File: src/rtl/reset_sequencer_if.sv
// Software reset handshake and per-domain reset outputs of the reset sequencer.
// master: the software/requesting side. slave: the sequencer itself.
interface reset_sequencer_if #(
  parameter int NUM_DOMAINS = 4
);
  logic                   sw_rst_req;
  logic                   sw_rst_ack;
  logic [NUM_DOMAINS-1:0] dom_rst_n;
  logic                   seq_ready;
  logic [2:0]             seq_state;

  modport master (
    output sw_rst_req,
    input  sw_rst_ack,
    input  dom_rst_n,
    input  seq_ready,
    input  seq_state
  );

  modport slave (
    input  sw_rst_req,
    output sw_rst_ack,
    output dom_rst_n,
    output seq_ready,
    output seq_state
  );
endinterface

File: src/rtl/reset_sequencer.sv
// Staged reset controller: holds all domains in reset after system reset,
// releases them in ascending order GAP_CYCLES apart, and services a
// four-phase software reset request by re-asserting them in descending order.
module reset_sequencer #(
  parameter int NUM_DOMAINS = 4,
  parameter int HOLD_CYCLES = 8,
  parameter int GAP_CYCLES  = 4,
  parameter int CNT_WIDTH   = 8
) (
  input  logic              clk,
  input  logic              reset_n,
  reset_sequencer_if.slave  seq_if
);

  localparam int IDX_W = (NUM_DOMAINS > 1) ? $clog2(NUM_DOMAINS) : 1;
  localparam logic [CNT_WIDTH-1:0] HOLD_LAST = CNT_WIDTH'(HOLD_CYCLES - 1);
  localparam logic [CNT_WIDTH-1:0] GAP_LAST  = CNT_WIDTH'(GAP_CYCLES - 1);
  localparam logic [IDX_W-1:0]     IDX_LAST  = IDX_W'(NUM_DOMAINS - 1);

  typedef enum logic [2:0] {
    HOLD         = 3'd0,
    RELEASE      = 3'd1,
    RUN          = 3'd2,
    SHUTDOWN     = 3'd3,
    WAIT_REQ_LOW = 3'd4
  } state_t;

  state_t                 state_q, state_d;
  logic [CNT_WIDTH-1:0]   cnt_q, cnt_d;
  logic [IDX_W-1:0]       idx_q, idx_d;
  logic [NUM_DOMAINS-1:0] dom_q, dom_d;
  logic                   ack_q, ack_d;
  logic                   ready_q, ready_d;

  // Register all state and outputs; reset_n low forces the power-on values.
  always_ff @(posedge clk) begin
    if (!reset_n) begin
      state_q <= HOLD;
      cnt_q   <= '0;
      idx_q   <= '0;
      dom_q   <= '0;
      ack_q   <= 1'b0;
      ready_q <= 1'b0;
    end else begin
      state_q <= state_d;
      cnt_q   <= cnt_d;
      idx_q   <= idx_d;
      dom_q   <= dom_d;
      ack_q   <= ack_d;
      ready_q <= ready_d;
    end
  end

  // Next-state and next-output computation for the sequencing FSM.
  always_comb begin
    state_d = state_q;
    cnt_d   = cnt_q;
    idx_d   = idx_q;
    dom_d   = dom_q;
    ack_d   = ack_q;
    ready_d = ready_q;
    case (state_q)
      HOLD: begin
        if (cnt_q == HOLD_LAST) begin
          state_d = RELEASE;
          cnt_d   = '0;
          idx_d   = '0;
        end else begin
          cnt_d = cnt_q + CNT_WIDTH'(1);
        end
      end
      RELEASE: begin
        if (cnt_q == GAP_LAST) begin
          dom_d[idx_q] = 1'b1;
          cnt_d        = '0;
          // Last domain: idx parks at 0 instead of wrapping, so a
          // single-domain build keeps idx constant.
          if (idx_q == IDX_LAST) begin
            idx_d   = '0;
            state_d = RUN;
            ready_d = 1'b1;
          end else begin
            idx_d = idx_q + IDX_W'(1);
          end
        end else begin
          cnt_d = cnt_q + CNT_WIDTH'(1);
        end
      end
      RUN: begin
        if (seq_if.sw_rst_req) begin
          state_d = SHUTDOWN;
          ready_d = 1'b0;
          cnt_d   = '0;
          idx_d   = IDX_LAST;
        end
      end
      SHUTDOWN: begin
        if (cnt_q == GAP_LAST) begin
          dom_d[idx_q] = 1'b0;
          cnt_d        = '0;
          if (idx_q == '0) begin
            state_d = WAIT_REQ_LOW;
            ack_d   = 1'b1;
          end else begin
            idx_d = idx_q - IDX_W'(1);
          end
        end else begin
          cnt_d = cnt_q + CNT_WIDTH'(1);
        end
      end
      WAIT_REQ_LOW: begin
        if (!seq_if.sw_rst_req) begin
          state_d = HOLD;
          ack_d   = 1'b0;
          cnt_d   = '0;
        end
      end
      default: begin
        state_d = HOLD;
        cnt_d   = '0;
        idx_d   = '0;
        dom_d   = '0;
        ack_d   = 1'b0;
        ready_d = 1'b0;
      end
    endcase
  end

  assign seq_if.sw_rst_ack = ack_q;
  assign seq_if.dom_rst_n  = dom_q;
  assign seq_if.seq_ready  = ready_q;
  assign seq_if.seq_state  = state_q;

endmodule

File: src/flat_wrapper.sv
// flat-port wrapper written by rule: the top's interface ports become plain ports
module reset_sequencer_flat 
#(
  parameter int NUM_DOMAINS = 4,
  parameter int HOLD_CYCLES = 8,
  parameter int GAP_CYCLES  = 4,
  parameter int CNT_WIDTH   = 8
)
  (clk, reset_n, seq_if_sw_rst_req, seq_if_sw_rst_ack, seq_if_dom_rst_n, seq_if_seq_ready, seq_if_seq_state);
  reset_sequencer_if #(.NUM_DOMAINS(NUM_DOMAINS)) seq_if_i ();
  input  logic clk;
  input  logic reset_n;
  input wire logic [$bits(seq_if_i.sw_rst_req)-1:0] seq_if_sw_rst_req;
  output wire logic [$bits(seq_if_i.sw_rst_ack)-1:0] seq_if_sw_rst_ack;
  output wire logic [$bits(seq_if_i.dom_rst_n)-1:0] seq_if_dom_rst_n;
  output wire logic [$bits(seq_if_i.seq_ready)-1:0] seq_if_seq_ready;
  output wire logic [$bits(seq_if_i.seq_state)-1:0] seq_if_seq_state;
  assign seq_if_i.sw_rst_req = seq_if_sw_rst_req;
  assign seq_if_sw_rst_ack = seq_if_i.sw_rst_ack;
  assign seq_if_dom_rst_n = seq_if_i.dom_rst_n;
  assign seq_if_seq_ready = seq_if_i.seq_ready;
  assign seq_if_seq_state = seq_if_i.seq_state;
  reset_sequencer #(.NUM_DOMAINS(NUM_DOMAINS), .HOLD_CYCLES(HOLD_CYCLES), .GAP_CYCLES(GAP_CYCLES), .CNT_WIDTH(CNT_WIDTH)) u_core (.clk(clk), .reset_n(reset_n), .seq_if(seq_if_i));
endmodule
File: config.mk
export PLATFORM = sky130hd
export DESIGN_NAME = reset_sequencer_flat
export DESIGN_NICKNAME = d
export VERILOG_FILES = /design/src/rtl/reset_sequencer_if.sv /design/src/rtl/reset_sequencer.sv /design/src/flat_wrapper.sv
export SDC_FILE = /design/constraint.sdc
export NUM_CORES = 1
export LEC_CHECK = 0
export ABC_AREA = 1
export BUFFER_PORTS_ARGS = -buffer_cell sky130_fd_sc_hd__buf_2
export CORE_MARGIN = 3
export CORE_UTILIZATION = 35
export DETAILED_ROUTE_END_ITERATION = 6
export PLACE_DENSITY = 0.58
export SETUP_SLACK_MARGIN = 0.02
export SLEW_MARGIN = 40
export SYNTH_ARGS = -nofsm -noshare
export SYNTH_HDL_FRONTEND = slang
export SYNTH_SLANG_ARGS = --single-unit
File: constraint.sdc
create_clock -name clk -period 3.7 [get_ports clk]
set_clock_uncertainty 0.1 [all_clocks]
set_input_delay 0.185 -clock clk [delete_from_list [all_inputs] [get_ports clk]]
set_output_delay 0.185 -clock clk [all_outputs]
set_load 0.01 [all_outputs]
# Word level (Yosys, flattened, before mapping)
# Cells that the tools add are included.
dict set report word_totals {
  output_inout_bits 9
  in_bits 3
  wordCells 79
  reg_bits 19
}
dict set report classes {
  n_lt_le_gt_ge 2
  bitwise 7
  n_mux 33
  eq_ne 15
  n_addsub 3
  reduce_logical 13
}
# operator n
set ops {}
lappend ops {{two-way mux 8 bit} 4}
lappend ops {{one-hot mux 8 bit (4 select lines)} 1}
lappend ops {{two-way mux 3 bit} 7}
lappend ops {{one-hot mux 3 bit (5 select lines)} 1}
lappend ops {{two-way mux 2 bit} 6}
lappend ops {{one-hot mux 4 bit (3 select lines)} 1}
lappend ops {{inequality test 2 x 1 -> 1 bit (second input constant)} 5}
lappend ops {{one-hot mux 2 bit (5 select lines)} 1}
lappend ops {{OR reduction 3 bit} 3}
lappend ops {{adder 8 x 1 -> 8 bit (second input constant)} 1}
lappend ops {{equality test 8 x 2 -> 1 bit (second input constant)} 1}
lappend ops {{equality test 8 x 3 -> 1 bit (second input constant)} 1}
lappend ops {{two-way mux 4 bit} 2}
lappend ops {{AND reduction 4 bit} 2}
lappend ops {{two-way mux 1 bit} 7}
lappend ops {{AND reduction 7 bit} 1}
lappend ops {{equality test 3 x 2 -> 1 bit (second input constant)} 2}
lappend ops {{inequality test 2 bit (second input constant)} 3}
lappend ops {{one-hot mux 1 bit (3 select lines)} 2}
lappend ops {{AND reduction 6 bit} 1}
lappend ops {{bitwise AND 4 bit} 1}
lappend ops {{inverter 1 bit} 4}
lappend ops {{inverter 4 bit} 1}
lappend ops {{OR 4 bit} 1}
lappend ops {{14 further kinds} 14}

# Longest topological paths before layout
# Gate-level depths: netlist of run 1.
dict set report depth {
  word_depth 8
  ltp_mapped 11
  mapped_depth_nobuf 11
}

# Least setup slack after synthesis of run 1
# No wires, ideal clock.
dict set report synth_path {
  path_type {flip-flop to flip-flop}
  from {register u_core.cnt_q[0]}
  to {register u_core.dom_q[1], in the netlist u_core.seq_if.dom_rst_n[1]}
  path_buffers 0
  stages_incl_launch_ff 9
  setup_ns 0.116
  setup_slack_ns 2.221
  required_time_ns 3.484
  t_arrival_ns 1.264
  path_cell_list {dfxtp_1 -> ha_1 -> nand2_1 -> nor2_2 -> nand2_1 -> nand2_1 -> nand2_1 -> o21ai_0 -> nor2_1}
}
dict set report synth_via {
  elab_chain_cells 3
  word_cells_on_any_way 4
  classes_between {eq/ne: 3; reduce/logical: 1}
}
# element line
set synth_lines {}
lappend synth_lines {{start, declared} reset_sequencer.sv:29} ;# logic [CNT_WIDTH-1:0] cnt_q, cnt_d;
lappend synth_lines {{start signal, assigned} reset_sequencer.sv:46} ;# cnt_q <= cnt_d;
lappend synth_lines {{equality test 8 x 2 -> 1 bit (*)} {reset_sequencer.sv:73, reset_sequencer.sv:98}}
lappend synth_lines {{inequality test 2 x 1 -> 1 bit (no line)} --}
lappend synth_lines {{AND reduction 3 bit (no line) (*)} --}
lappend synth_lines {{end signal, assigned} reset_sequencer.sv:48} ;# dom_q <= dom_d;
lappend synth_lines {{end, declared} reset_sequencer.sv:31} ;# logic [NUM_DOMAINS-1:0] dom_q, dom_d;
# Mark *: on every way between the ends. The rest lies on a longest branch, timed or not.
# A chain may end at the register's enable or synchronous reset.

# Worst setup path in the final report of run 1
# Same ends and word-level chain as after synthesis.

==> results by group, run 1 <==
Run status
  • Status: completed

Yosys
  • Multiplexer share of the synthesized area: 0%
  • Largest family of logic cells by synthesized area: simple AND/OR/NAND/NOR gates
  • Leading post-synthesis cells by cell area: dfxtp_1, nand2_1, nor2_1, inv_1, a21oi_1
  • Synth Area in XOR/XNOR: approximately 1.4%
  • Synth top area share: between 30% and 40%
  • Number of synthesized flops with an enable pin: 0
  • FFs w/ async S/R, synth: 0%
  • Simple-gate share of the synthesized area: 38.3%
  • Yosys Warn Count: 0
  • Compound-Gate Fraction of Synth Area: 13.8%
  • Mean post-synth cell area: roughly 6.5 um^2
  • Synth Cell Area: about 1200 um^2
  • Sequential share of the synthesized area: 31.2%
  • Dominant cell type by area after synthesis: dfxtp_1
  • Post-synth top flop: dfxtp_1
  • Syn Inst Count: 186
  • Synthesis-stage register bit count: 19
  • Syn nets: around 190
  • Adder-cell share of the synthesized area: a little over 5%
  • Post-synth cell types: 24

CTS
  • CTS tree: done
  • Post-CTS Setup Inserts: 0
  • Hold_buf cts: 0
  • Post_cts resized: 0
  • Num CTS Buffers: 3
  • Clock transition at the registers of the reported paths: 0.11 ns
  • Worst-case clock buffer depth: 2
  • Sink Count: 19
  • Root buf cell: clkbuf_4
  • Max H-tree Level: 1
  • Clk Latency, worst-skew pair: roughly 0.29 ns

Finish
  • Final Core Density: a little over two fifths
  • Layout area overhead: 9.46%
  • Final net count: ~210
  • Most common cell after layout, fill and taps aside: nand2_1
  • Diodes inserted: 0
  • Most frequent cells in the layout: nand2_1, nor2_1, inv_1, dfxtp_1, a21oi_1
  • Layout cells sized above 1: between 10% and 20%
  • Fin area: ~1300 um^2

GRT
  • GRT Util Overall: roughly 14%
  • Vias in the first global route: around 1100
  • Antenna violations before repair: 0
  • Met2 usage: 23.9%
  • Gr busiest metal: met2
  • Largest net degree at the start of global routing: 11
  • Total gr overflow: 0
  • First-pass GRT wire length: between 4 and 5 mm
  • Met1 GRT Util: between 10% and 20%
  • Routing usage on met3: between 3 and 4%

STA
  • Setup_tns: 0 ns
  • Final setup violation count: 0
  • Max Freq: ~570 MHz
  • Slew Limit Headroom: between 60 and 70%
  • Final Hold Violating Endpoints: 0
  • Least-Margin Pin Slew: between 0.4 and 0.5 ns
  • Final worst path period share: a little under half
  • RSZ-0062 raised after global routing: no
  • Worst setup margin: ~2.0 ns
  • Max-slew violations: 0
  • Min Hold Slack: 0.0967 ns
  • Final Critical Period: roughly 1.7 ns

Critical path
  • Critical path type: reg -> reg
  • CP Max Fanout: 5
  • Critical Path AT: about 1.9 ns
  • Startpoint Class: flop
  • Crit path capture type: flop
  • CP Data Required Time: around 3.8 ns
  • Reg2reg path depth: 8

Hold path
  • Worst min-delay path class: in -> reg
  • Hold path cells: 3

Drt
  • Initial drt markers: a little under 70
  • Router iterations before antenna repair: 4
  • DR vias/cell: 4.77
  • Average wire per standard cell: roughly 11 um
  • Residual DRC: 0
  • Drt total wl: approximately 2.7 mm
  • Detail Route Antenna Nets: 0
  • Via Count: ~1200

Pwr
  • Leakage Power: 0.000641 uW
  • PD cells: 582 nW/um^2
  • Peak VDD IR: around 0.00029 V

Die
  • Initial core utilization: 38.3%
  • Die width: 65.0 um
  • Num rows: 20
  • Die height: between 60 and 70 um
  • Die area: approximately 4200 um^2
  • I/O pins: 12
  • Core area: 3180 um^2

Placement
  • Number of port buffers: 11
  • Placed Area: approximately 1300 um^2
  • GP Congestion: slightly below 0.9
  • Pre-CTS setup slack: 1.98 ns
  • Detailed Place HPWL: roughly 2.1 mm

Flow run
  • Max Cap Viol: 0
==> cell families (layout without fill, tap and decap cells) <==
family                   count (synthesis)  count (layout)
AND/OR/NAND/NOR                         99              99
AO/OA/AOI/OAI                           32              32
buffers and inverters                   29              42
flip-flops                              19              19
adder cells (fa/ha/maj)                  5               5
XOR/XNOR                                 2               2
==> synthesized netlist by cell type, drive strengths merged (2+ instances only) <==
master,n
nor2,41
xor2,2
nand3,12
nand4,2
a21oi,15
inv,27
nand2,40
nor3,4
dfxtp,19
o21ai,13
ha,5
==> where the power goes <==
part	internal, uW	total, uW	switching, uW
sequential	235	270	35.0
combinational	135	400	265
clock	41.9	106	64.2
total	412	776	364
==> metal layers <==
layer  routed length [um]  part of all wire (%)
met5                    0                     0
met4                   32                   1.2
met3                  112                   4.1
met2                 1260                    47
met1                 1290                    48
==> path summary, 6_finish.rpt <==
check	startpoint	end	slack (ns)
setup / recovery	u_core.cnt_q[0]	u_core.seq_if.dom_rst_n[1]	1.95
hold / removal	reset_n	u_core.seq_if.seq_state[2]	0.1
setup reg to reg	u_core.cnt_q[0]	u_core.seq_if.dom_rst_n[1]	1.95
hold reg to reg	u_core.seq_if.seq_ready	u_core.seq_if.seq_ready	0.38
==> per-stage QoR <==
| step | std cells | power, uW |
|---|---|---|
| final | 243 | 776 |
| after global routing | 243 | 860 |
| after CTS | 243 | 782 |
| after detailed placement | 239 | 674 |
| after global placement | 239 | 671 |
| after floorplan | 186 | 588 |
==> flip-flops by register name, summed over array words and instances (netlist names) <==
| register | cells |
|---|---|
| u_core.idx_q | 2 |
| u_core.seq_if.dom_rst_n | 4 |
| u_core.cnt_q | 8 |
| u_core.seq_if.sw_rst_ack | 1 |
| u_core.seq_if.seq_state | 3 |
| u_core.seq_if.seq_ready | 1 |
==> critical path: stages (launching register included) <==
cell     delay [ns]
dfxtp_1        0.37
ha_1           0.24
nand2_1        0.12
nor2_2         0.22
nand2_1        0.07
nand2_1        0.16
nand2_1        0.13
o21ai_0        0.18
nor2_1         0.05
==> area by class of cell <==
type / count / area [um^2]
flip-flops and latches: 19 / 380
fillers: 340 / 1850
repair buffers: 11 / 55.1
inverters: 27 / 101
multi-input cells: 138 / 714
well taps: 44 / 55.1
clock buffers: 4 / 26.3
Power figures use the tool's default switching activity.
==> run 2: changes to the inputs <==
PLACE_DENSITY = 0.6   (was 0.58)
clock period = 1.6 ns   (was 3.7 ns; I/O delays follow)
==> results by group, run 2 (synthesis results as in run 1) <==
Hold path
  • Worst min-delay path class: in -> reg
  • Hold path cells: 7 (+4)
  • HP Start: seq_if_sw_rst_req
  • Hold endpoint: u_core.cnt_q[0]

Critical path
  • Reg2reg path depth: 10 (+2)
  • CP Data Required Time: 1.71 ns (-2.09 ns)
  • Critical path type: reg -> reg
  • Setup crit start: u_core.seq_if.seq_state[2]
  • R2R Path Start: u_core.seq_if.seq_state[2]
  • Crit path capture type: flop
  • CP Max Fanout: 6 (+1)
  • Startpoint Class: flop
  • Critical R2R Capture: u_core.seq_if.seq_state[2]
  • Critical Path AT: 1.59 ns (-0.26 ns)
  • FF-to-FF setup slack: 0.11 ns (-1.84 ns)

Pwr
  • NetSw: 910 uW (+150%)
  • Leakage Power: 0.000751 uW (+17%)
  • Power Total: 2030 uW (+160%)
  • Clock power share: 12.1% (-1.6 points)
  • PD cells: 1300 nW/um^2 (+120%)
  • Switching portion of total power: 44.8% (-2.1 points)
  • Internal power: 1120 uW (+170%)
  • Flop pwr share: 31.3% (-3.4 points)
  • Peak VDD IR: 0.000581 V (+100%)
  • Logic pwr share: 56.6% (+5.0 points)

Finish
  • Layout cells sized above 1: 33.9% (+19 points)
  • Fin area: 1560 um^2 (+17%)
  • Seq. cell area: 393 um^2 (+3.3%)
  • Largest register FFs: 8 (unchanged)
  • Largest Register: u_core.cnt_q
  • Layout area overhead: 28.1%
  • Most frequent cells in the layout: nand2_1, nor2_1, inv_1, buf_4, a21oi_1
  • Multi-input gate area in the final layout: 783 um^2 (+9.6%)
  • Final Core Density: 49.1% (+7.1 points)
  • Most common cell after layout, fill and taps aside: nand2_1
  • Fill cells: 330 (-2.9%)
  • Final net count: 227 (+9.1%)
  • Diodes inserted: 0 (unchanged)

Drt
  • Router iterations before antenna repair: 4 (unchanged)
  • DR vias/cell: 4.53 (-4.8%)
  • Via Count: 1188 (+2.6%)
  • Initial drt markers: 46 (-33%)
  • Residual DRC: 0 (unchanged)
  • Average wire per standard cell: 10.7 um (-3.4%)
  • Drt total wl: 2.81 mm (+4.1%)
  • Detail Route Antenna Nets: 0 (unchanged)

Die
  • Initial core utilization: 38.3% (unchanged)
  • I/O pins: 12 (unchanged)
  • Die area: 4220 um^2 (unchanged)
  • Core area: 3180 um^2 (unchanged)
  • Num rows: 20 (unchanged)
  • Die height: 65.0 um (unchanged)
  • Die width: 65.0 um (unchanged)

Placement
  • Detailed Place HPWL: 2.21 mm (+3.3%)
  • Number of port buffers: 11 (unchanged)
  • GP Congestion: 0.899 (+1.6%)
  • Placed Area: 1400 um^2 (+7.5%)

STA
  • Final worst path period share: 92.8% (+46 points)
  • Least-Margin Pin Slew: 0.276 ns (-0.186 ns)
  • Final Critical Period: 1.49 ns (-0.264 ns)
  • Max Freq: 673 MHz (+18%)
  • Slew Limit Headroom: 81.6% (+13 points)
  • Final Hold Violating Endpoints: 0 (unchanged)
  • Max-slew violations: 0 (unchanged)
  • RSZ-0062 raised after global routing: yes
  • Final setup violation count: 0 (unchanged)

Flow run
  • Max Cap Viol: 0 (unchanged)

CTS
  • Clk Latency, worst-skew pair: 0.30 ns (about the same)
  • Root buf cell: clkbuf_4
  • Max H-tree Level: 1 (unchanged)
  • Clock transition at the registers of the reported paths: 0.11 ns (about the same)
  • CTS tree: done
  • Worst-case clock buffer depth: 2 (unchanged)
  • Num CTS Buffers: 3 (unchanged)
  • Sink Count: 19 (unchanged)

GRT
  • Antenna violations before repair: 0 (unchanged)
  • GRT Util Overall: 14.7% (+0.31 points)
  • First-pass GRT wire length: 4.90 mm (+1.4%)
  • Vias in the first global route: 1130 (+7.4%)
  • Largest net degree at the start of global routing: 11 (unchanged)
  • Total gr overflow: 0 (unchanged)

Run status
  • Status: completed
-- run 2: cell count changes in the layout (fill, tap and decap cells not counted), moves of 3 or more --
cell | previous run | this run
o21ai_1 | 0 | 5
nand2_1 | 36 | 32
dfxtp_2 | 0 | 7
dfxtp_1 | 19 | 11
nand2_2 | 1 | 4
nor2_1 | 35 | 30
buf_4 | 0 | 18
nor2_2 | 2 | 6
o21ai_0 | 13 | 7
-- run 2: worst max path at each step --
| stage | to | slack [ns] | depth (start not counted) |
|---|---|---|---|
| after CTS | u_core.seq_if.dom_rst_n[0] | 0.03 | 8 |
| after floorplan | u_core.seq_if.dom_rst_n[1] | 0.12 | 8 |
| after global placement | u_core.cnt_q[0] | -0.02 | 8 |
| after detailed placement | u_core.cnt_q[6] | -0.03 | 8 |
| after global routing | u_core.seq_if.seq_state[0] | -0.007 | 9 |
| final | u_core.seq_if.seq_state[2] | 0.11 | 10 |
-- run 2: per-layer routing --
| layer | global-route usage (%) | vias to the layer above | routed length, um | part of all wire [%] |
|---|---|---|---|---|
| met5 | 0 | - | 0 | 0 |
| met1 | 18.2 | 521 | 1360 | 48 |
| met4 | 3.17 | 0 | 17 | 0.60 |
| met2 | 26.2 | 13 | 1370 | 49 |
| met3 | 2.77 | 2 | 63 | 2.2 |
| li1 | - | 652 | - | - |
-- run 2: what timing repair did --
item / in CTS / in global routing
endpoints found under the setup margin: 7 / 17
pin swaps: 0 / 9
hold buffers: 1 / 0
resized for setup: 3 / 33
setup buffers: 0 / 5
endpoints found under the hold margin: 4 / 0
-- run 2: layout make-up --
| cell class | instances | share of cell area (%) |
|---|---|---|
| sequential | 19 | 25.2 |
| clock buffer | 4 | 1.69 |
| inverter | 27 | 6.50 |
| tap | 44 | 3.53 |
| timing repair buffer | 30 | 12.8 |
| multi-input combinational | 138 | 50.2 |
-- run 2: power by group through the flow --
| stage | registers [uW] | logic, uW | clock network (uW) |
|---|---|---|---|
| 3_3_place_gp | 625 | 1000 | 0 |
| 4_1_cts | 615 | 1010 | 267 |
| 5_1_grt | 649 | 1320 | 279 |
| 3_5_place_dp | 625 | 1000 | 0 |
| 6_report | 636 | 1150 | 247 |
| 2_1_floorplan | 621 | 738 | 0 |
-- run 2: worst max-delay path, cell delays in order, from the launching register on --
cell and delay [ns]:
dfxtp_4 0.38, inv_2 0.10, nand2_2 0.11, nor2_4 0.17, inv_2 0.07, nor2_2 0.15, nor2_4 0.06, nand3_2 0.10
nand2_1 0.06, nand2_1 0.05, nor2_1 0.03
-- run 2: through the flow --
| step | setup WS (ns) | instances | hold slack (ns) | setup TNS, ns |
|---|---|---|---|---|
| 6_report | 0.115 | 262 | 0.220 | 0 |
| 5_1_grt | -0.00731 | 262 | 0.269 | -0.00731 |
| 4_1_cts | 0.0338 | 257 | 0.226 | 0 |
| 3_5_place_dp | -0.0307 | 252 | 0.275 | -0.136 |
| 3_3_place_gp | -0.0158 | 252 | 0.268 | -0.0336 |
| 2_1_floorplan | 0.121 | 186 | 0.242 | 0 |
